`config.mk`:
```
export PLATFORM = sky130hd
export DESIGN_NAME = serial_sub_flat
export DESIGN_NICKNAME = d
export VERILOG_FILES = /design/src/rtl/serial_sub_if.sv /design/src/rtl/serial_sub.sv /design/src/flat_wrapper.sv
export SDC_FILE = /design/constraint.sdc
export NUM_CORES = 1
export LEC_CHECK = 0
export CORE_MARGIN = 5
export CORE_UTILIZATION = 29
export CTS_BUF_LIST = sky130_fd_sc_hd__clkbuf_4
export DETAILED_ROUTE_END_ITERATION = 6
export PLACE_DENSITY = 0.53
export SLEW_MARGIN = 20
export SYNTH_ARGS = -nofsm -noshare
export SYNTH_HDL_FRONTEND = slang
export SYNTH_SLANG_ARGS = --single-unit
```
`constraint.sdc`:
```
create_clock -name clk -period 2.13 [get_ports clk]
set_input_delay 0.426 -clock clk [delete_from_list [all_inputs] [get_ports clk]]
set_output_delay 0.426 -clock clk [all_outputs]
set_load 0.01 [all_outputs]
```
`src/rtl/serial_sub_if.sv`:
```
// Operand/result bundle for the bit-serial subtractor.
// start is sampled only while busy=0; done pulses one cycle with D/Bout/V valid,
// and D/Bout/V then hold until the next done.
interface serial_sub_if #(parameter int WIDTH = 4);
  logic             start;
  logic [WIDTH-1:0] A;
  logic [WIDTH-1:0] B;
  logic             Bin;
  logic [WIDTH-1:0] D;
  logic             Bout;
  logic             V;
  logic             busy;
  logic             done;

  modport master (
    output start, A, B, Bin,
    input  D, Bout, V, busy, done
  );

  modport slave (
    input  start, A, B, Bin,
    output D, Bout, V, busy, done
  );
endinterface

```
`src/rtl/serial_sub.sv`:
```
// Bit-serial subtractor: D = A - B - Bin, one bit per clock LSB first,
// single full-subtractor cell with a registered borrow.
module serial_sub #(
  parameter int WIDTH = 4
) (
  input  logic        clk,
  input  logic        rst,
  serial_sub_if.slave bus,
  output logic [1:0]  state_dbg
);
  localparam int CW = $clog2(WIDTH);
  localparam logic [CW-1:0] LAST = CW'(WIDTH - 1);

  typedef enum logic [1:0] {IDLE = 2'd0, SHIFT = 2'd1, DONE = 2'd2} state_t;

  state_t           state, state_next;
  logic [WIDTH-1:0] a_sh, b_sh;
  logic [WIDTH-2:0] d_sh;
  logic             br;
  logic [CW-1:0]    cnt;
  logic [WIDTH-1:0] d_q;
  logic             bout_q, v_q;

  logic             a_k, b_k, d_k, br_next, last_bit;
  logic [WIDTH-1:0] d_full;

  // Full-subtractor cell on the current LSBs of the operand shifters.
  always_comb begin
    a_k      = a_sh[0];
    b_k      = b_sh[0];
    d_k      = a_k ^ b_k ^ br;
    br_next  = (~a_k & b_k) | (~(a_k ^ b_k) & br);
    last_bit = (cnt == LAST);
    d_full   = {d_k, d_sh};
  end

  always_comb begin
    state_next = state;
    case (state)
      IDLE:    if (bus.start) state_next = SHIFT;
      SHIFT:   if (last_bit) state_next = DONE;
      DONE:    state_next = IDLE;
      default: state_next = IDLE;
    endcase
  end

  always_ff @(posedge clk) begin
    if (rst) state <= IDLE;
    else     state <= state_next;
  end

  always_ff @(posedge clk) begin
    if (rst) begin
      a_sh   <= '0;
      b_sh   <= '0;
      d_sh   <= '0;
      br     <= 1'b0;
      cnt    <= '0;
      d_q    <= '0;
      bout_q <= 1'b0;
      v_q    <= 1'b0;
    end else begin
      case (state)
        IDLE: begin
          if (bus.start) begin
            a_sh <= bus.A;
            b_sh <= bus.B;
            br   <= bus.Bin;
            cnt  <= '0;
          end
        end
        SHIFT: begin
          a_sh <= a_sh >> 1;
          b_sh <= b_sh >> 1;
          d_sh <= d_full[WIDTH-1:1];
          br   <= br_next;
          if (last_bit) begin
            // On the last bit a_k/b_k are the original operand MSBs.
            d_q    <= d_full;
            bout_q <= br_next;
            v_q    <= (a_k ^ b_k) & (a_k ^ d_k);
          end else begin
            cnt <= cnt + CW'(1);
          end
        end
        default: ;
      endcase
    end
  end

  assign bus.D     = d_q;
  assign bus.Bout  = bout_q;
  assign bus.V     = v_q;
  assign bus.busy  = (state != IDLE);
  assign bus.done  = (state == DONE);
  assign state_dbg = state;
endmodule

```
`src/flat_wrapper.sv`:
```
// flat-port wrapper written by rule: the top's interface ports become plain ports
module serial_sub_flat 
#(
  parameter int WIDTH = 4
)
  (clk, rst, state_dbg, bus_start, bus_A, bus_B, bus_Bin, bus_D, bus_Bout, bus_V, bus_busy, bus_done);
  serial_sub_if #(.WIDTH(WIDTH)) bus_i ();
  input  logic clk;
  input  logic rst;
  output logic [1:0] state_dbg;
  input wire logic [$bits(bus_i.start)-1:0] bus_start;
  input wire logic [$bits(bus_i.A)-1:0] bus_A;
  input wire logic [$bits(bus_i.B)-1:0] bus_B;
  input wire logic [$bits(bus_i.Bin)-1:0] bus_Bin;
  output wire logic [$bits(bus_i.D)-1:0] bus_D;
  output wire logic [$bits(bus_i.Bout)-1:0] bus_Bout;
  output wire logic [$bits(bus_i.V)-1:0] bus_V;
  output wire logic [$bits(bus_i.busy)-1:0] bus_busy;
  output wire logic [$bits(bus_i.done)-1:0] bus_done;
  assign bus_i.start = bus_start;
  assign bus_i.A = bus_A;
  assign bus_i.B = bus_B;
  assign bus_i.Bin = bus_Bin;
  assign bus_D = bus_i.D;
  assign bus_Bout = bus_i.Bout;
  assign bus_V = bus_i.V;
  assign bus_busy = bus_i.busy;
  assign bus_done = bus_i.done;
  serial_sub #(.WIDTH(WIDTH)) u_core (.clk(clk), .rst(rst), .bus(bus_i), .state_dbg(state_dbg));
endmodule
```
==> After elaboration in Yosys (flattened, before gate mapping) <==
Index checks and enable logic that the tools add are counted.
{ "op_classes": {"n_reduce_logical": 7, "n_addsub": 1, "n_eq_ne": 6, "muxes": 12, "bitwise": 9} }
{ "op_table": {"columns": ["cell", "count"], "rows": [
  ["4-bit case mux with 2 select lines", 2],
  ["2-bit 2-to-1 mux", 4],
  ["4-bit 2-to-1 mux", 2],
  ["2-bit case mux with 2 select lines", 2],
  ["2-bit AND reduction", 3],
  ["2-bit equality test (second input constant)", 2],
  ["2-bit != test (second input constant)", 2],
  ["2-bit nonzero test", 2],
  ["1-bit bitwise AND", 3],
  ["3-bit AND reduction", 1],
  ["1-bit XOR", 3],
  ["2-bit by 1-bit adder with 2-bit output (second input constant)", 1],
  ["2-bit by 1-bit equality test with 1-bit output (second input constant)", 1],
  ["2-bit zero test", 1],
  ["2-bit by 1-bit != test with 1-bit output (second input constant)", 1],
  ["1-bit inverter", 2],
  ["1-bit case mux with 2 select lines", 1],
  ["1-bit 2-to-1 mux", 1],
  ["1-bit bitwise OR", 1]
]} }
{ "word_totals": {"input_bits": 12, "wordCells": 44, "register_bits": 22, "output_inout_bits": 10} }

==> Depth between registers and ports, before layout <==
{ "logic_depth": {"depth_word": 5, "depth_mapped": 5, "mapped_depth_nobuf": 5} }

==> Worst setup path after synthesis <==
Ideal clock, no wire load.
{ "synth_timing": {"path_kind": "register to register", "startpoint": "register u_core.a_sh[0]", "endpoint": "register u_core.v_q, in the netlist u_core.bus.V", "synth_period_minus_slack_ns": 1.526, "arrival_time_ns": 1.455, "setup_time_ns": 0.070, "t_required_ns": 2.060, "n_path_buf": 0, "slack_ns": 0.604, "stages_incl_launch_ff": 6, "path_cell_list": "dfxtp_1 inv_1 fa_1 xor2_1 or3_1 a21oi_1"} }
{ "synth_between": {"elab_chain_cells": 4} }
{ "synth_rtl": {"columns": ["item", "line", "text"], "rows": [
  ["from (decl)", "serial_sub.sv:17", "logic [WIDTH-1:0] a_sh, b_sh;"],
  ["from (signal assigned)", "serial_sub.sv:66", "a_sh <= bus.A;"],
  ["from (signal assigned)", "serial_sub.sv:73", "a_sh <= a_sh >> 1;"],
  ["1-bit XOR", "serial_sub.sv:31, serial_sub.sv:81", null],
  ["1-bit XOR", "serial_sub.sv:31", "d_k = a_k ^ b_k ^ br;"],
  ["1-bit XOR", "serial_sub.sv:81", "v_q <= (a_k ^ b_k) & (a_k ^ d_k);"],
  ["1-bit bitwise AND (*)", "serial_sub.sv:81", null],
  ["to (signal assigned)", "serial_sub.sv:81", null],
  ["to (decl)", "serial_sub.sv:22", "logic bout_q, v_q;"]
]} }
Mark *: on every way between the ends. The rest lies on a longest branch, timed or not.
A chain may end at the register's enable or synchronous reset.

==> Final worst setup path <==
{ "layout_timing": {"startpoint": "register u_core.state[0], in the netlist u_core.state_dbg[0]", "endpoint": "output state_dbg[0]"} }
{ "layout_lines": {"columns": ["item", "line", "text"], "rows": [
  ["from (decl)", "serial_sub.sv:16", "state_t state, state_next;"],
  ["from (signal assigned)", "serial_sub.sv:49", "else state <= state_next;"],
  ["to (decl)", "flat_wrapper.sv:10", "output logic [1:0] state_dbg;"]
]} }
No word-level cell between the ends.

==> impl_metrics.yaml <==
layout:
  syn_to_final_growth_pct: 25.6
  finalNetCount: 157
  drive_above_1_share_pct: 10.7
  finalInstanceArea_mm2: 0.00130
  layout_common_cells: "clkdlybuf4s50_1 (21), dfxtp_1 (21), a21oi_1 (17)"
  fin_cells: 186
  num_antenna_cells: 0
critical_path:
  setup.worst_path.start: "u_core.state_dbg[0]"
  worstSetupPathType: "register to output pin"
  worstPathMaxFanout: 9
  cpPeakStageDelay_ns: 0.55
  arrival_ns: 1.59
  r2r_end: "u_core.bus.V"
  cp-end-kind: "output pin"
  r2r_slack_ns: 0.49
  worstPathCellList: "buf_4, clkdlybuf4s50_1"
  critPathRequiredTime_ns: 1.70
  reg2reg_depth: 5
  cp_slowest_cell: "clkdlybuf4s50_1"
  cp-start-kind: "register"
  r2r_start: "u_core.a_sh[0]"
drt:
  drt_pass1_iterations: 4
  viasPerCell: 4.93
  postRouteAntennaNets: 0
  remaining_drc_errors: 0
  first_iter_violations: 38
  wl_per_cell_um: 12.8
  wirelength_um: 2390
  vias: 917
power:
  powerDensity_mw_per_mm2: 598
  vdd_ir_drop_max_uv: 331
  p_leak_uw: 0.000495
synthesis:
  postSynthAreaPerCell_um2: 8.62
  yosysWarnings: 0
  synth_xor_area_share_pct: 0.846
  synth_top_family_by_area: "compound AO/OA/AOI/OAI gates"
  synth_area_mm2: 0.00103
  ys_ff_latch: 22
  synth-adder-area-share_pct: 4.35
  ys_seq_area_share_pct: 42.6
  synth_mux_area_share_pct: 0
  synth.distinct_cells: 30
  synth_simple_gate_area_share_pct: 20.8
  synth_compound_area_share_pct: 24.2
  synth_nets: 135
  synth_cells: 120
timing:
  slew_headroom_pct: 70.4
  maxSlewViolCount: 0
  setup_viol: 0
  hold_viol_final: 0
  clock_skew_ns: 0.00805
  fmax_mhz: 497
  finalSetupTns_ns: 0
  worst_pin_slew_ns: 0.442
  rsz0062_at_grt: "no"
  period_share_pct: 94.5
  period_needed_ns: 2.01
run:
  maxCapViolCount: 0
clock_tree:
  cts_buffers: 3
  clock_latency_ns: 0.30
  cts.sinks: 22
  cts.path.max_buffers: 2
  tritoncts: "built"
  clkTransAtPathRegs_ns: 0.12
  htree_levels: 1
  cts_root_buf: "clkbuf_4"
  cts_hold_buf: 0
  cts_setup_buffers: 0
die:
  fp.dieH_um: 69.7
  fp.dieW_um: 69.7
  dieArea_mm2: 0.00486
  initial_core_util_pct: 30.5
  io-pin-count: 22
  core_mm2: 0.00339
  rows: 21
min_path:
  min-delay-path-class: "register to register"
  worstHoldStart: "u_core.bus.V"
  min_to: "u_core.bus.V"
  hold_depth: 2
placed_design:
  numPlacedInstances: 183
  place_congestion: 0.706
  hpwl_um: 1750
  numPortBuffers: 21
  dpl_cell_area_mm2: 0.00128
global_route:
  grt_overflow: 0
  track_usage_pct: 10.3
  antenna_found_initial: 0
  grt_max_degree: 23
  grt_pass1_wl_um: 4080
  grt_pass1_vias: 845
run_status:
  status: "finished clean"
[cells by family (layout without fill, tap and decap cells)]
family / Yosys count / after routing
DFF: 22 / 22
adders and majority gates: 3 / 3
and+or+nand+nor: 43 / 43
buffers and inverters: 13 / 33
xor gates and xnor gates: 1 / 1
AOI/OAI and AO/OA: 38 / 38
[stage by stage]
| step | utilization [%] | hold WS [ns] | setup WS, ns | total power, µW |
|---|---|---|---|---|
| floorplan | - | 0.437 | 0.604 | 552 |
| detailed placement | 37.7 | 0.448 | 0.305 | 599 |
| global placement | 37.7 | 0.441 | 0.375 | 598 |
| global route | 38.4 | 0.495 | 0.0352 | 822 |
| CTS | 38.3 | 0.465 | 0.0907 | 789 |
| finish | 38.4 | 0.459 | 0.117 | 777 |
[routing by layer]
layer,up-vias,routed length [µm],global-route usage (%)
li1,465,-,-
met1,434,1190,13.2
met2,16,1110,16.7
met3,2,52,2.61
met4,0,34,3.83
met5,-,0,0
[worst max-delay path by stage]
| stage | endpoint | cells after the start |
|---|---|---|
| after floorplan | u_core.bus.V | 5 |
| final | state_dbg[0] | 2 |
| after global routing | state_dbg[0] | 2 |
| after CTS | bus_done | 3 |
| after global placement | u_core.b_sh[1] | 4 |
| after detailed placement | u_core.b_sh[1] | 4 |
[where the power goes]
part | leakage [µW] | internal, µW | total (µW) | switching, µW
logic | 0.000301 | 68.7 | 135 | 66.0
clock network | 0.0000138 | 66.0 | 189 | 123
registers | 0.000181 | 434 | 454 | 20.6
[critical path: cells and delay by family, from the launching register on]
kind / cells / cell delay [ns]
flops: 1 / 0.50
buf+inv: 2 / 0.78
[cell type report]
| type | instances | area [µm²] |
|---|---|---|
| timing repair buffer | 25 | 240 |
| clock buffer | 3 | 22.5 |
| fill | 355 | 2090 |
| sequential | 22 | 442 |
| tap | 46 | 57.6 |
| multi-input combinational | 85 | 519 |
| inverter | 5 | 18.8 |
[cell usage after synthesis]
| library cell | count | share of area (%) |
|---|---|---|
| o221a_2 | 3 | 3.3 |
| buf_2 | 3 | 1.5 |
| fa_1 | 1 | 1.9 |
| and2b_1 | 1 | 0.73 |
| nand2b_1 | 3 | 1.8 |
| a21oi_1 | 17 | 8.2 |
| inv_1 | 4 | 1.5 |
| xor2_1 | 1 | 0.85 |
| nand2_1 | 10 | 3.6 |
| a31oi_1 | 2 | 1.2 |
| a2111oi_2 | 1 | 1.5 |
| clkbuf_1 | 2 | 0.73 |
| a2111oi_1 | 1 | 0.97 |
| nor2b_1 | 1 | 0.60 |
| nand3b_1 | 1 | 0.73 |
| ha_1 | 2 | 2.4 |
| buf_6 | 3 | 3.3 |
| nor2_1 | 16 | 5.8 |
| o22ai_1 | 4 | 2.4 |
| or3_1 | 1 | 0.60 |
| a211oi_1 | 4 | 2.9 |
| inv_2 | 1 | 0.36 |
| dfxtp_1 | 22 | 43 |
| o21ba_2 | 1 | 0.97 |
| o21ai_0 | 4 | 1.9 |
| or2b_1 | 1 | 0.73 |
| a311oi_1 | 1 | 0.85 |
| nand3b_4 | 1 | 1.9 |
| nand3_1 | 7 | 3.4 |
| nor4b_1 | 1 | 0.85 |
[sequential cells by signal, summed over array words and instances (netlist names)]
name              count
u_core.a_sh           4
u_core.b_sh           4
u_core.bus.D          4
u_core.d_sh           3
u_core.cnt            2
u_core.state_dbg      2
u_core.br             1
u_core.bus.Bout       1
u_core.bus.V          1
[repair_timing]
action,in CTS,in global routing
resized for setup,0,1
setup endpoints to repair,0,1
hold endpoints to repair,0,0
(Power assumes the default switching activity.)
==> RTL edit (same settings) <==
Reset style: asynchronous (`rst`), changed in 2 clocked blocks.
--- a/src/rtl/serial_sub.sv
+++ b/src/rtl/serial_sub.sv
@@ -45,10 +45,10 @@
   end
 
-  always_ff @(posedge clk) begin
+  always_ff @(posedge clk or posedge rst) begin
     if (rst) state <= IDLE;
     else     state <= state_next;
   end
 
-  always_ff @(posedge clk) begin
+  always_ff @(posedge clk or posedge rst) begin
     if (rst) begin
       a_sh   <= '0;
Function: differs if rst is asserted again (counterexample within 4 cycles, from zero or initial values and one cycle with rst high); with rst held inactive, the same outputs for 10 cycles.
==> RTL edit against the unedited design <==
- final area down 1.3%
- sequential cell count did not move
- critical path depth unchanged
- wire length down 13%
- worst setup slack got worse by 2.5 ps
- non-clock buffer count down 2
- synthesized area fell by 2.8%
- synthesized cell count fell by 23%
- fmax down 0.13%
- critical path type unchanged
- critical endpoint is now bus_busy
Power is not compared: it rests on default switching activity, and its combinational part moved more than twofold at a synthesized area within 25%.
==> RTL edit: results (changes against the unedited design) <==
qor: run_status.outcome completed [unchanged]
qor: synth.synth_seq_area_share 54.7% [was 42.6%]
qor: route.detail_route.vias_per_cell 4.79 [was 4.93]
qor: cells_and_area.finalNetCount 130 [was 157]
qor: synth.synthDistinctLibCells 22 [was 30]
qor: route.routed_wire_length_per_instance 13.0 um [was 12.8 um]
qor: worst_setup_path.timing.critical_path.max_delay_family flip-flops [was buffers and inverters]
qor: global_routing.track_usage 9.72% [was 10.3%]
qor: worst_setup_path.cp_slowest_cell sky130_fd_sc_hd__dfrtp_1 [was sky130_fd_sc_hd__clkdlybuf4s50_1]
qor: cells_and_area.fill_cells 339 [was 355]
qor: synth.ys_dominant_reg_cell sky130_fd_sc_hd__dfrtp_1 [was sky130_fd_sc_hd__dfxtp_1]
qor: global_routing.grt_pass1_wl 3.39 mm [was 4.08 mm]
qor: worst_setup_path.cpPeakStageDelay 510 ps [was 550 ps]
qor: timing.worst-slew-pin-transition 449 ps [was 442 ps]
qor: cells_and_area.diodes 0 [unchanged]
qor: synth.synth.top_cells.by_count sky130_fd_sc_hd__dfrtp_1 (22), sky130_fd_sc_hd__o22ai_1 (12), sky130_fd_sc_hd__o21ai_0 (9) [was sky130_fd_sc_hd__dfxtp_1 (22), sky130_fd_sc_hd__a21oi_1 (17), sky130_fd_sc_hd__nor2_1 (16)]
qor: cells_and_area.drive_gt1_share 12.3% [was 10.7%]
qor: placed_design.placed_area 1260 sq um [was 1280 sq um]
qor: route.detail_route.iter0.violations 39 [was 38]
qor: min_path.hold_path_class in -> async [was reg -> reg]
qor: timing.finalClockSkew 6.24 ps [was 8.05 ps]
qor: global_routing.number_of_global_route_vias_before_repair 799 [was 845]
qor: synth.synth_top_area_cells sky130_fd_sc_hd__dfrtp_1 (55%), sky130_fd_sc_hd__o22ai_1 (7.5%), sky130_fd_sc_hd__mux2_2 (6.7%), sky130_fd_sc_hd__o21ai_0 (4.5%), sky130_fd_sc_hd__a21oi_1 (4.0%) [was sky130_fd_sc_hd__dfxtp_1 (43%), sky130_fd_sc_hd__a21oi_1 (8.2%), sky130_fd_sc_hd__nor2_1 (5.8%), sky130_fd_sc_hd__nand2_1 (3.6%), sky130_fd_sc_hd__nand3_1 (3.4%)]
qor: placed_design.hpwlAfterDp 1.56 mm [was 1.75 mm]
qor: placed_design.gp_congestion 0.787 [was 0.706]
qor: synth.syn_nets 107 [was 135]
RTL edit: cell count changes in the layout (fill, tap and decap cells not counted), moves of 6 or more:
| cell | delta |
|---|---|
| sky130_fd_sc_hd__nor2_1 | -12 |
| sky130_fd_sc_hd__mux2_2 | +6 |
| sky130_fd_sc_hd__nand3_1 | -7 |
| sky130_fd_sc_hd__dfrtp_1 | +22 |
| sky130_fd_sc_hd__dfxtp_1 | -21 |
| sky130_fd_sc_hd__a21oi_1 | -9 |
| sky130_fd_sc_hd__o22ai_1 | +8 |
RTL edit: area by class of cell:
class / count / area [sq um] / area share, %
flip-flops and latches: 22 / 551 / 42.9
multi-input cells: 59 / 402 / 31.3
repair buffers: 23 / 225 / 17.5
well taps: 46 / 57.6 / 4.48
clock buffers: 3 / 22.5 / 1.75
inverters: 6 / 22.5 / 1.75
clock inverters: 1 / 3.75 / 0.292
RTL edit: final timing paths:
kind	start	to	slack (ps)	depth (start not counted)
hold / removal	rst	u_core.bus.D[0]	440	3
max in group asynchronous	rst	u_core.a_sh[2]	1450	3
min in group clk	u_core.bus.D[3]	u_core.bus.D[3]	500	2
setup / recovery	u_core.state_dbg[0]	bus_busy	110	2
setup reg to reg	u_core.a_sh[0]	u_core.bus.V	670	4
hold reg to reg	u_core.bus.D[3]	u_core.bus.D[3]	500	2
RTL edit: per-layer routing:
layer	share of wire [%]	track usage, %	vias up
met4	1.3	3.65	0
met2	49	17.6	16
met5	0	0	-
li1	-	-	371
met1	45	11.2	377
met3	3.8	1.94	2
RTL edit: stage by stage:
stage / worst slack [ps] / utilization, % / hold slack, ps / instances
2_1_floorplan: 750 / - / 415 / 92
3_3_place_gp: 363 / 37.7 / 469 / 156
3_5_place_dp: 339 / 37.7 / 475 / 156
4_1_cts: 82.1 / 38.5 / 451 / 160
5_1_grt: 38.9 / 38.5 / 468 / 160
6_report: 115 / 38.5 / 445 / 160
RTL edit: power groups by stage:
stage / clock network [mW] / registers (mW) / logic, mW
CTS: 0.202 / 0.770 / 0.845
finish: 0.190 / 0.768 / 0.826
global placement: 0 / 0.773 / 0.819
detailed placement: 0 / 0.781 / 0.841
floorplan: 0 / 0.761 / 0.563
global route: 0.224 / 0.797 / 0.926
RTL edit: kinds of logic after synthesis:
family / after synthesis / share of synthesized area (%)
xor gates and xnor gates: 1 / 0.871
adders and majority gates: 3 / 4.48
muxes: 6 / 6.72
DFF: 22 / 54.7
AOI/OAI and AO/OA: 33 / 19.3
and+or+nand+nor: 16 / 8.58
buffers and inverters: 11 / 5.35
RTL edit: worst register-to-register path, cell delays in order (launching register included):
cell and delay (ps):
sky130_fd_sc_hd__dfrtp_1 440, sky130_fd_sc_hd__inv_1 120, sky130_fd_sc_hd__fa_1 470, sky130_fd_sc_hd__xor2_1 170, sky130_fd_sc_hd__o31ai_1 180
